$ cat config.mk
export PLATFORM = sky130hd
export DESIGN_NAME = gen_ux
export DESIGN_NICKNAME = d
export VERILOG_FILES = /design/src/rtl/gen_ux.sv
export SDC_FILE = /design/constraint.sdc
export NUM_CORES = 1
export LEC_CHECK = 0
export ABC_AREA = 1
export CAP_MARGIN = 15
export CORE_UTILIZATION = 35
export DETAILED_ROUTE_END_ITERATION = 10
export RECOVER_POWER = 25
export SETUP_SLACK_MARGIN = 0.02
export SYNTH_ARGS = -nofsm -noshare
export SYNTH_HDL_FRONTEND = slang
export SYNTH_SLANG_ARGS = --single-unit
$ cat constraint.sdc
create_clock -name clk -period 2.2 [get_ports clk]
set_input_delay 0.33 -clock clk [delete_from_list [all_inputs] [get_ports clk]]
set_output_delay 0.33 -clock clk [all_outputs]
set_load 0.01 [all_outputs]
$ cat src/rtl/gen_ux.sv
// rtl/gen_ux.sv - button conditioner: 1 ms strobe, synchroniser, press/auto-repeat step strobes, 16-bit up/down value
`timescale 1ns/1ps

module gen_ux #(
  parameter int CE_DIV  = 50000,
  parameter int REP_DLY = 500,
  parameter int REP_PER = 100
) (
  input  logic        clk,
  input  logic        rst,
  input  logic        BTN,
  input  logic        up,
  output logic        ce1ms,
  output logic        Ux,
  output logic        ceo,
  output logic [15:0] Xf
);

  localparam int DIV_W  = (CE_DIV > 2) ? $clog2(CE_DIV) : 1;
  localparam int HOLD_W = ($clog2(REP_DLY + 1) > 10) ? $clog2(REP_DLY + 1) : 10;

  localparam logic [DIV_W-1:0]  DIV_LAST    = DIV_W'(CE_DIV - 1);
  localparam logic [HOLD_W-1:0] HOLD_TOP    = HOLD_W'(REP_DLY);
  localparam logic [HOLD_W-1:0] HOLD_RELOAD = HOLD_W'(REP_DLY - REP_PER);

  logic [DIV_W-1:0]  r_div;
  logic              r_btn_m;
  logic              r_btn_s;
  logic              r_ux;
  logic              r_ceo;
  logic [HOLD_W-1:0] r_hold;
  logic [15:0]       r_xf;

  logic              w_ce1ms;
  logic [HOLD_W-1:0] w_hold_inc;
  logic              w_press;
  logic              w_repeat;

  assign w_ce1ms    = (r_div == DIV_LAST);
  assign w_hold_inc = r_hold + 1'b1;

  // Press fires on the tick where Ux is about to rise; repeat only while Ux stays high.
  assign w_press  = w_ce1ms & r_btn_s & ~r_ux;
  assign w_repeat = w_ce1ms & r_btn_s & r_ux & (w_hold_inc == HOLD_TOP);

  always_ff @(posedge clk) begin
    if (rst) begin
      r_div   <= '0;
      r_btn_m <= 1'b0;
      r_btn_s <= 1'b0;
      r_ux    <= 1'b0;
      r_ceo   <= 1'b0;
      r_hold  <= '0;
      r_xf    <= 16'h0000;
    end else begin
      r_div   <= w_ce1ms ? '0 : r_div + 1'b1;
      r_btn_m <= BTN;
      r_btn_s <= r_btn_m;

      if (w_ce1ms) begin
        r_ux <= r_btn_s;
      end

      r_ceo <= w_press | w_repeat;

      // Reloading below the top makes every later strobe REP_PER ticks apart.
      if (!r_ux) begin
        r_hold <= '0;
      end else if (w_ce1ms && r_btn_s) begin
        r_hold <= w_repeat ? HOLD_RELOAD : w_hold_inc;
      end

      if (r_ceo) begin
        r_xf <= up ? r_xf + 16'd1 : r_xf - 16'd1;
      end
    end
  end

  assign ce1ms = w_ce1ms;
  assign Ux    = r_ux;
  assign ceo   = r_ceo;
  assign Xf    = r_xf;

endmodule

After elaboration in Yosys (flattened, before gate mapping)
Index checks and enable logic that the tools add are counted.

Register bits after elaboration: 46. Word-level logic and storage cells: 24. Input port bits: 4.

Bitwise gates (word level): 6. Mux-type cells: 2. Reduce and logical (&&, ||, !) cells: 3. Add/subtract/negate cells: 4. Eq/ne operators: 2.

Operators by type and width (number): $add A16 B1 Y16 const B (2); $eq A16 B16 Y1 const B (1); $mux W16 (1); $sub A16 B1 Y16 const B (1); $add A10 B1 Y10 const B (1); $eq A10 B9 Y1 const B (1); $mux W10 (1); $and A1 B1 Y1 (4); $reduce_or A2 Y1 (2); $logic_and A1 B1 Y1 (1); $not A1 Y1 (1); $or A1 B1 Y1 (1).

Longest topological paths before layout
Depth after elaboration: 5. Mapped depth: 12. Mapped depth without buffers: 12.

Least setup slack after synthesis
OpenSTA, ideal clock, no wires.

Path type: input to register. Start: input port up. End: register r_xf[11] (netlist: Xf[11]). Path buffers: 0. Setup time: 0.115 ns. Arrival time: 1.726 ns. Slack: 0.359 ns. Stages on the path: 12. Data required time: 2.085 ns. Path through: inv_1 -> ha_1 -> a21oi_1 -> nor2_1 -> nor2_1 -> nand2_1 -> nand2_1 -> nand3_1 -> nand2_1 -> nand2_1 -> o21ai_0 -> inv_1.

Word-level cells in the longest chain between the ends: 1.

Ends and longest elaborated chain: from (decl) (line 12) `input logic up,`; $mux W16 (line 74) `r_xf <= up ? r_xf + 16'd1 : r_xf - 16'd1;`; to (signal assigned) (line 74); to (decl) (line 32) `logic [15:0] r_xf;`.

No other way between the ends. A chain may end at the register's enable or synchronous reset.

==> reports/qor.yml <==
cts_num_sinks: 46
yosysSeqAreaShare_pct: 31.97
cts-htree-levels: 2
fin_skew_ps: 5.444
vdd_drop_max_uv: 208.3
n_fill_cell: 839
die_x_um: 92.72
worst_slack_ps: 275.9
synth_edf_count: 0
syn-instance-count: 431
yosys_warnings: 0
drc: 0
synth-compound-area-share_pct: 11.90
synth_seq_cells: 46
via_per_inst: 4.730
initial_core_util_pct: 36.70
post_synth_and_or_nand_nor_area_fraction_pct: 34.23
overflow: 0
fin_nets: 505
final_layout_size_suffix_gt1_share_pct: 13.43
clockBufferDepth: 2
most-common-layout-cells: "87 x nand2_1, 71 x nor2_1, 61 x inv_1, 45 x dfxtp_1, 28 x buf_4"
io_buffers: 22
die_h_um: 92.72
stdcell_area_mm2: 0.003561
setup_viol_count_final: 0
finalWirelength_um: 6599
synth_top_family_by_area: "simple AND/OR/NAND/NOR gates"
p_per_area_mw_per_mm2: 453.3
synth-adder-area-share_pct: 8.080
status: "complete, no violations"
core_mm2: 0.007848
worst_hold_path_type: "register to register"
ant_nets: 0
antenna_found_initial: 0
arrival_ps: 2120
layout_min_cycle_time_ps: 1924
slew_headroom_pct: 43.05
dp_hpwl_um: 5052
dieArea_mm2: 0.008596
crit_required_ps: 2390
drt-pass1-iter-count: 5
diodes: 0
rsz0062_at_grt: "no"
cts-root-buf: "clkbuf_8"
syn-cell-area_mm2: 0.002880
cap_violations: 0
syn_nets: 453
syn_to_final_growth_pct: 23.63
criticalPathCategory: "primary input to register"
gr-usage-all-layers_pct: 16.55
wl_per_cell_um: 11.26
seq_area_um2: 922.1
grt_pass1_wl_um: 11440
start_kind: "primary input"
fin_crit_sh_pct: 87.46
async_flop_share_pct: 0
synth_top_area_share_pct: 31.97
place_congestion: 0.8827
via_count: 2772
synth_cell_type_count: 32
ios: 23
synthFlopType: "dfxtp_1"
crit_fanout: 17
cts.clk_slew.worst_paths_ps: 90
drtIter0Drc: 81
finalHoldViolations: 0
synthTopCellsByArea: "dfxtp_1 32%, nand2_1 11%, nor2_1 9.1%, inv_1 8.1%, ha_1 7.4%"
clock.fmax_mhz: 519.7
multi_input_area_mm2: 0.001729
p_leak_nw: 1.621
postSynthAreaPerCell_um2: 6.683
place_area_mm2: 0.003412
p_total_mw: 1.614
clk_latency_ps: 310
dp_slack_ps: -249.3
rows: 32
cts_buffers: 5
grt_pass1_vias: 2593
drv_slew: 0
layout_commonest_cell: "nand2_1"
synth-xor-area-share_pct: 4.561
synth_top_cell_by_area: "dfxtp_1"
synthMuxAreaShare_pct: 0
worst_setup_path_end_kind: "register"
grt_max_degree: 24
cts_tree: "yes"
worst_slew_pin_slew_ps: 854.3
[state kept, by name, indices dropped and copies added (netlist names)]
| name | flops |
|---|---|
| r_btn_s | 1 |
| r_btn_m | 1 |
| r_hold | 10 |
| ceo | 1 |
| Xf | 16 |
| Ux | 1 |
| r_div | 16 |
[cell type report]
class / instances / share of cell area, %
timing repair buffer: 51 / 12.23
clock inverter: 3 / 1.265
tap: 102 / 3.584
sequential: 46 / 25.90
clock buffer: 5 / 1.933
inverter: 62 / 6.535
multi-input combinational: 317 / 48.56
[repair_timing]
action / 4_1_cts / 5_1_grt
setup buffers: 0 / 0
resized for setup: 4 / 11
endpoints found under the hold margin: 0 / 0
setup endpoints to repair: 1 / 8
hold buffers: 0 / 0
[where the power goes]
| group | internal (mW) | switching (mW) | total (mW) |
|---|---|---|---|
| combinational | 0.0525 | 0.0638 | 0.116 |
| sequential | 0.838 | 0.00508 | 0.844 |
| clock | 0.338 | 0.316 | 0.654 |
| total | 1.23 | 0.385 | 1.61 |
[worst paths after layout]
path         startpoint         to  slack, ps  depth (start not counted)
min             r_btn_m    r_btn_s        410                          2
max                 rst        ceo        280                          5
min reg2reg     r_btn_m    r_btn_s        410                          2
max reg2reg    r_div[1]  r_div[15]        350                          9
[critical path, cell delays in order]
cell and delay, ps:
dlygate4sd3_1 560, clkbuf_1 660, inv_1 310, nand3_1 160, o21ai_0 90
[logic make-up after synthesis]
kind of cell	count (synthesis)
DFF	46
and+or+nand+nor	221
xor gates and xnor gates	15
adders and majority gates	18
AOI/OAI and AO/OA	63
buffers and inverters	68
[Yosys cell counts, types with 3 or more instances]
library cell / n
nand2_1: 87
nor2_1: 70
inv_1: 62
dfxtp_1: 46
a21oi_1: 29
nand3_1: 23
o21ai_0: 22
ha_1: 17
xor2_1: 11
nand4_1: 9
nor2_2: 9
nor3_1: 6
clkbuf_1: 4
nand2_2: 4
o21bai_1: 4
xnor2_1: 4
a21o_1: 3
nand3_2: 3
nand3b_1: 3
nor3_2: 3
[through the flow]
step           hold slack, ps  setup TNS [ps]  util (%)  instances
6_report                409.3               0     45.38        586
5_1_grt                 427.8               0     45.38        586
4_1_cts                 415.0               0     45.03        586
3_5_place_dp            404.8           -1947     43.48        578
3_3_place_gp            400.9           -1450     43.48        578
2_1_floorplan           388.3               0         -        431
[layer usage]
| metal | share of wire [%] | wire (um) | vias up | global-route usage, % |
|---|---|---|---|---|
| li1 | - | - | 1485 | - |
| met1 | 52 | 3413 | 1251 | 21.87 |
| met2 | 43 | 2869 | 31 | 27.04 |
| met3 | 3.8 | 249 | 5 | 4.187 |
| met4 | 1.0 | 66 | 0 | 3.846 |
| met5 | 0 | 0 | - | 0 |
Note: power is estimated with default switching activity, not from simulation.
==> edit 1: new RTL, same flow settings <==
Make the reset (`rst`) asynchronous in one clocked block.
--- a/src/rtl/gen_ux.sv
+++ b/src/rtl/gen_ux.sv
@@ -45,3 +45,3 @@
 
-  always_ff @(posedge clk) begin
+  always_ff @(posedge clk or posedge rst) begin
     if (rst) begin
Check against the original RTL: same outputs for any inputs over 10 cycles, from zero or initial values and one cycle with rst high; that may be too few to reach the edited logic, so the function may still have changed.
==> edit 1 against the original RTL <==
Global-route usage shrank 0.20 points; final area grew 6.8%; largest cell class unchanged; worst hold slack lost 54 ps; synthesized area grew 8.3%; total power shrank 1.1%; sequential cell count is the same; routed wire length grew 3.5%; worst setup slack lost 120 ps.
==> edit 1: results (changes against the original RTL) <==
status: finished, final reports clean (unchanged)
static leakage: 1.89 nW (was 1.62 nW)
CP arrival: 2250 ps (was 2120 ps)
vias post-DR: 2861 (was 2772)
CTS clk-pin slew, worst paths: 90 ps (about the same)
Yosys warning total: 0 (unchanged)
post-synth net total: 455 (was 453)
CP max stage cell: clkdlybuf4s50_1 (was clkbuf_1)
Nets: 510 (was 505)
# fillers: 881 (was 839)
DP HPWL: 5.18 mm (was 5.05 mm)
Slowest Stage Delay on Critical Path: 470 ps (was 660 ps)
Rel. slew slack: 21.5% (was 43.0%)
WL/cell: 11.4 microns (was 11.3 microns)
GRT Total Usage: 16.4% (was 16.6%)
initial antenna violation count: 0 (unchanged)
Post-Place Setup Slack: -212 ps (was -249 ps)
register area share after synthesis: 36.9% (was 32.0%)
worst skew pair latency: 300 ps
clock skew: 8.76 ps (was 5.44 ps)
Post-synth ARST share: 100% (was 0%)
setup TNS: 0 ps (unchanged)
Root Driver: clkbuf_8 (unchanged)
largest cells by area after synthesis: dfrtp_1, nand2_1, inv_1 (was dfxtp_1, nand2_1, nor2_1)
htree depth: 2 (unchanged)
crit path max fanout: 4 (was 17)
Hold Crit Class: reg -> reg (unchanged)
DR pass1 iterations: 4 (was 5)
largest net degree at the start of global routing: 47 (was 24)
family with the most delay on the worst path: buffers and inverters (unchanged)
IO buf count: 22 (unchanged)
first-pass GRT wire length: 11.9 mm (was 11.4 mm)
Placer Congestion: 0.876 (was 0.883)
vias in the first global route: 2684 (was 2593)
DRC marker count from the first detailed-route iteration: 73 (was 81)
total CTS buffers: 5 (unchanged)
Commonest cells post-synth: nand2_1, inv_1, dfrtp_1 (was nand2_1, nor2_1, inv_1)
VDD IR-drop max: 0.000313 V (was 0.000208 V)
n_diodes: 0 (unchanged)
dpl cell area: 3670 sq um (was 3410 sq um)
clock tree buffer depth: 2 (unchanged)
layout cells sized above 1: 15.1% (was 13.4%)
Synth cell types: 35 (was 32)
==> edit 1: repair_timing <==
item / CTS / global route
setup buffers: 2 / 0
pin swaps: 1 / 1
endpoints found under the setup margin: 1 / 5
gates resized for setup: 2 / 7
==> edit 1: kinds of logic (layout without fill, tap and decap cells) <==
| kind of cell | Yosys count | in the layout | synth area share (%) |
|---|---|---|---|
| xor gates and xnor gates | 11 | 11 | 3.09 |
| and+or+nand+nor | 243 | 243 | 35.7 |
| buffers and inverters | 72 | 128 | 8.66 |
| adders and majority gates | 18 | 18 | 7.46 |
| DFF | 46 | 46 | 36.9 |
| AOI/OAI and AO/OA | 43 | 43 | 8.14 |
==> edit 1: metal layers <==
layer | vias to the layer above | track usage [%] | part of all wire, %
met5 | - | 0 | 0
met4 | 0 | 3.68 | 1.0
met3 | 7 | 2.90 | 2.8
met2 | 55 | 28.0 | 46
met1 | 1302 | 21.6 | 50
li1 | 1497 | - | -
==> edit 1: power breakdown <==
group          internal, W  switching (W)  leakage, nW
Clock             0.000254       0.000301       0.0482
Sequential        0.000847     0.00000126        0.545
Combinational    0.0000838       0.000109         1.30
==> edit 1: cell type report <==
| class | instances | area, sq um | share of cell area [%] |
|---|---|---|---|
| multi-input combinational | 315 | 1730 | 45.5 |
| sequential | 46 | 1150 | 30.3 |
| timing repair buffer | 51 | 434 | 11.4 |
| inverter | 69 | 259 | 6.81 |
| tap | 108 | 135 | 3.55 |
| clock buffer | 7 | 86.3 | 2.27 |
| clock inverter | 1 | 5.00 | 0.132 |
==> edit 1: path summary, 6_finish.rpt <==
path | slack (ps) | cells past startpoint | from | end
min in group asynchronous | 840 | 3 | rst | Xf[13]
min | 360 | 0 | r_btn_m | r_btn_s
max in group asynchronous | 640 | 3 | rst | r_div[3]
min reg2reg | 360 | 0 | r_btn_m | r_btn_s
max | 150 | 12 | up | Xf[14]
max reg2reg | 340 | 11 | Xf[0] | Xf[14]
==> edit 1: stage by stage <==
| stage | util [%] | instances | total power, W |
|---|---|---|---|
| after floorplan | - | 433 | 0.000983 |
| after global placement | 42.2 | 587 | 0.00105 |
| after detailed placement | 42.2 | 587 | 0.00105 |
| after CTS | 43.5 | 597 | 0.00161 |
| after global routing | 43.8 | 597 | 0.00168 |
| final | 43.8 | 597 | 0.00160 |
==> edit 2: new RTL, same flow settings <==
Made on the original files. `REP_DLY`: 500 -> 1000.
--- a/src/rtl/gen_ux.sv
+++ b/src/rtl/gen_ux.sv
@@ -5,3 +5,3 @@
   parameter int CE_DIV  = 50000,
-  parameter int REP_DLY = 500,
+  parameter int REP_DLY = 1000,
   parameter int REP_PER = 100
Check against the original RTL: no difference found for any inputs over 10 cycles, from zero or initial values and one cycle with rst high; that may be too few to reach the edited logic, so the function may still have changed.
==> edit 2 against the original RTL <==
Global-route usage is 0.064 points lower; routed wire length is 5.6% higher; via count is 3.8% higher; worst setup slack worse by 75 ps; total power is 6.9% lower; final area is 1.7% higher; synthesized cell count is 4.9% higher; non-clock buffer count is 4 lower; sequential cell count stayed put; final cell count is 3.2% higher; synthesized area is 2.4% higher; largest cell class unchanged.
==> edit 2: results (changes against the original RTL) <==
fin crit period: 2000 ps (was 1920 ps)
register area share after synthesis: 31.2% (was 32.0%)
largest cells by area after synthesis: dfxtp_1, nand2_1, nor2_1 (unchanged)
layout cells sized above 1: 13.6% (was 13.4%)
R2R cell count: 10 (was 9)
largest net degree at the start of global routing: 26 (was 24)
WL/cell: 11.5 microns (was 11.3 microns)
Clock-cell share: 2.42% (was 3.20%)
first-pass GRT wire length: 11.8 mm (was 11.4 mm)
crit path max fanout: 3 (was 17)
R2R Path End: ceo (was r_div[15])
Nets: 521 (was 505)
syn avg cell area: 6.52 sq um (was 6.68 sq um)
Buffers, non-clock: 47 (was 51)
dpl cell area: 3430 sq um (was 3410 sq um)
DP HPWL: 5.07 mm (was 5.05 mm)
XOR/XNOR share of the synthesized area: 2.97% (was 4.56%)
final non-filler cell area: 3620 sq um (was 3560 sq um)
Signal buf overhead: 11.5% (was 12.2%)
Rel. slew slack: 32.5% (was 43.0%)
Post-Place Setup Slack: -274 ps (was -249 ps)
Flop+latch power: 0.000842 W (was 0.000844 W)
DR pass1 iterations: 4 (was 5)
clock skew: 14.0 ps (was 5.44 ps)
CP arrival: 1670 ps (was 2120 ps)
crit path kind: reg -> out (was in -> reg)
sequential cell area share: 25.4% (was 25.9%)
worst hold margin: 422 ps (was 409 ps)
max cap viols: 0 (unchanged)
GRT Total Usage: 16.5% (was 16.6%)
n_diodes: 0 (unchanged)
post-synth net total: 474 (was 453)
PwrDens: 415 nW/um^2 (was 453 nW/um^2)
status: finished, final reports clean (unchanged)
Cells after DPL: 594 (was 578)
Synth top area share: 31.2% (was 32.0%)
# fillers: 878 (was 839)
vias per cell: 4.75 (was 4.73)
adder-cell share of the synthesized area: 7.89% (was 8.08%)
DRC marker count from the first detailed-route iteration: 64 (was 81)
Finished Layout Cells: 605 (was 586)
multiplexer share of the synthesized area: 0% (unchanged)
multi-input logic cell count: 331 (was 317)
Worst Setup EP: ce1ms (was ceo)
inverters: 68 (was 62)
area occupied by multi-input gates: 1800 sq um (was 1730 sq um)
Reg2Reg Setup Slack: 320 ps (was 350 ps)
FF-to-FF Start: r_div[0] (was r_div[1])
Synth Area in Compound Gates: 11.8% (was 11.9%)
VDD IR-drop max: 0.000224 V (was 0.000208 V)
Net Sw Frac: 25.8% (was 23.9%)
static leakage: 1.60 nW (was 1.62 nW)
Seq cells: 46 (unchanged)
Synth cell types: 35 (was 32)
Post-synth ARST share: 0% (unchanged)
Combinational Power Share: 7.8% (was 7.2%)
Commonest cells post-synth: nand2_1, nor2_1, inv_1 (unchanged)
==> edit 2: cell types whose count changed after synthesis, sizes merged, moves of 4 or more <==
cell / delta
a21oi: +8
inv: +4
nand2: +11
nand3: +8
nor2: -4
o21bai: -4
==> edit 2: what timing repair did <==
action	CTS	global route
endpoints found under the hold margin	0	0
pin swaps	1	1
gates cloned	0	0
buffers inserted	1	2
endpoints found under the setup margin	1	13
gates resized for setup	1	14
==> edit 2: metal layers <==
| layer | vias to the layer above | part of all wire, % |
|---|---|---|
| li1 | 1550 | - |
| met5 | - | 0 |
| met1 | 1281 | 49 |
| met2 | 39 | 48 |
| met4 | 0 | 0.90 |
| met3 | 6 | 2.6 |
==> edit 2: worst max-delay path, cell delays in order, from the launching register on <==
cell and delay [ps]:
dfxtp_1 370, ha_1 170, nand2_1 90, inv_2 70, nand2_2 70, nor2_4 120
nand3_1 110, inv_2 90, dlygate4sd2_1 270
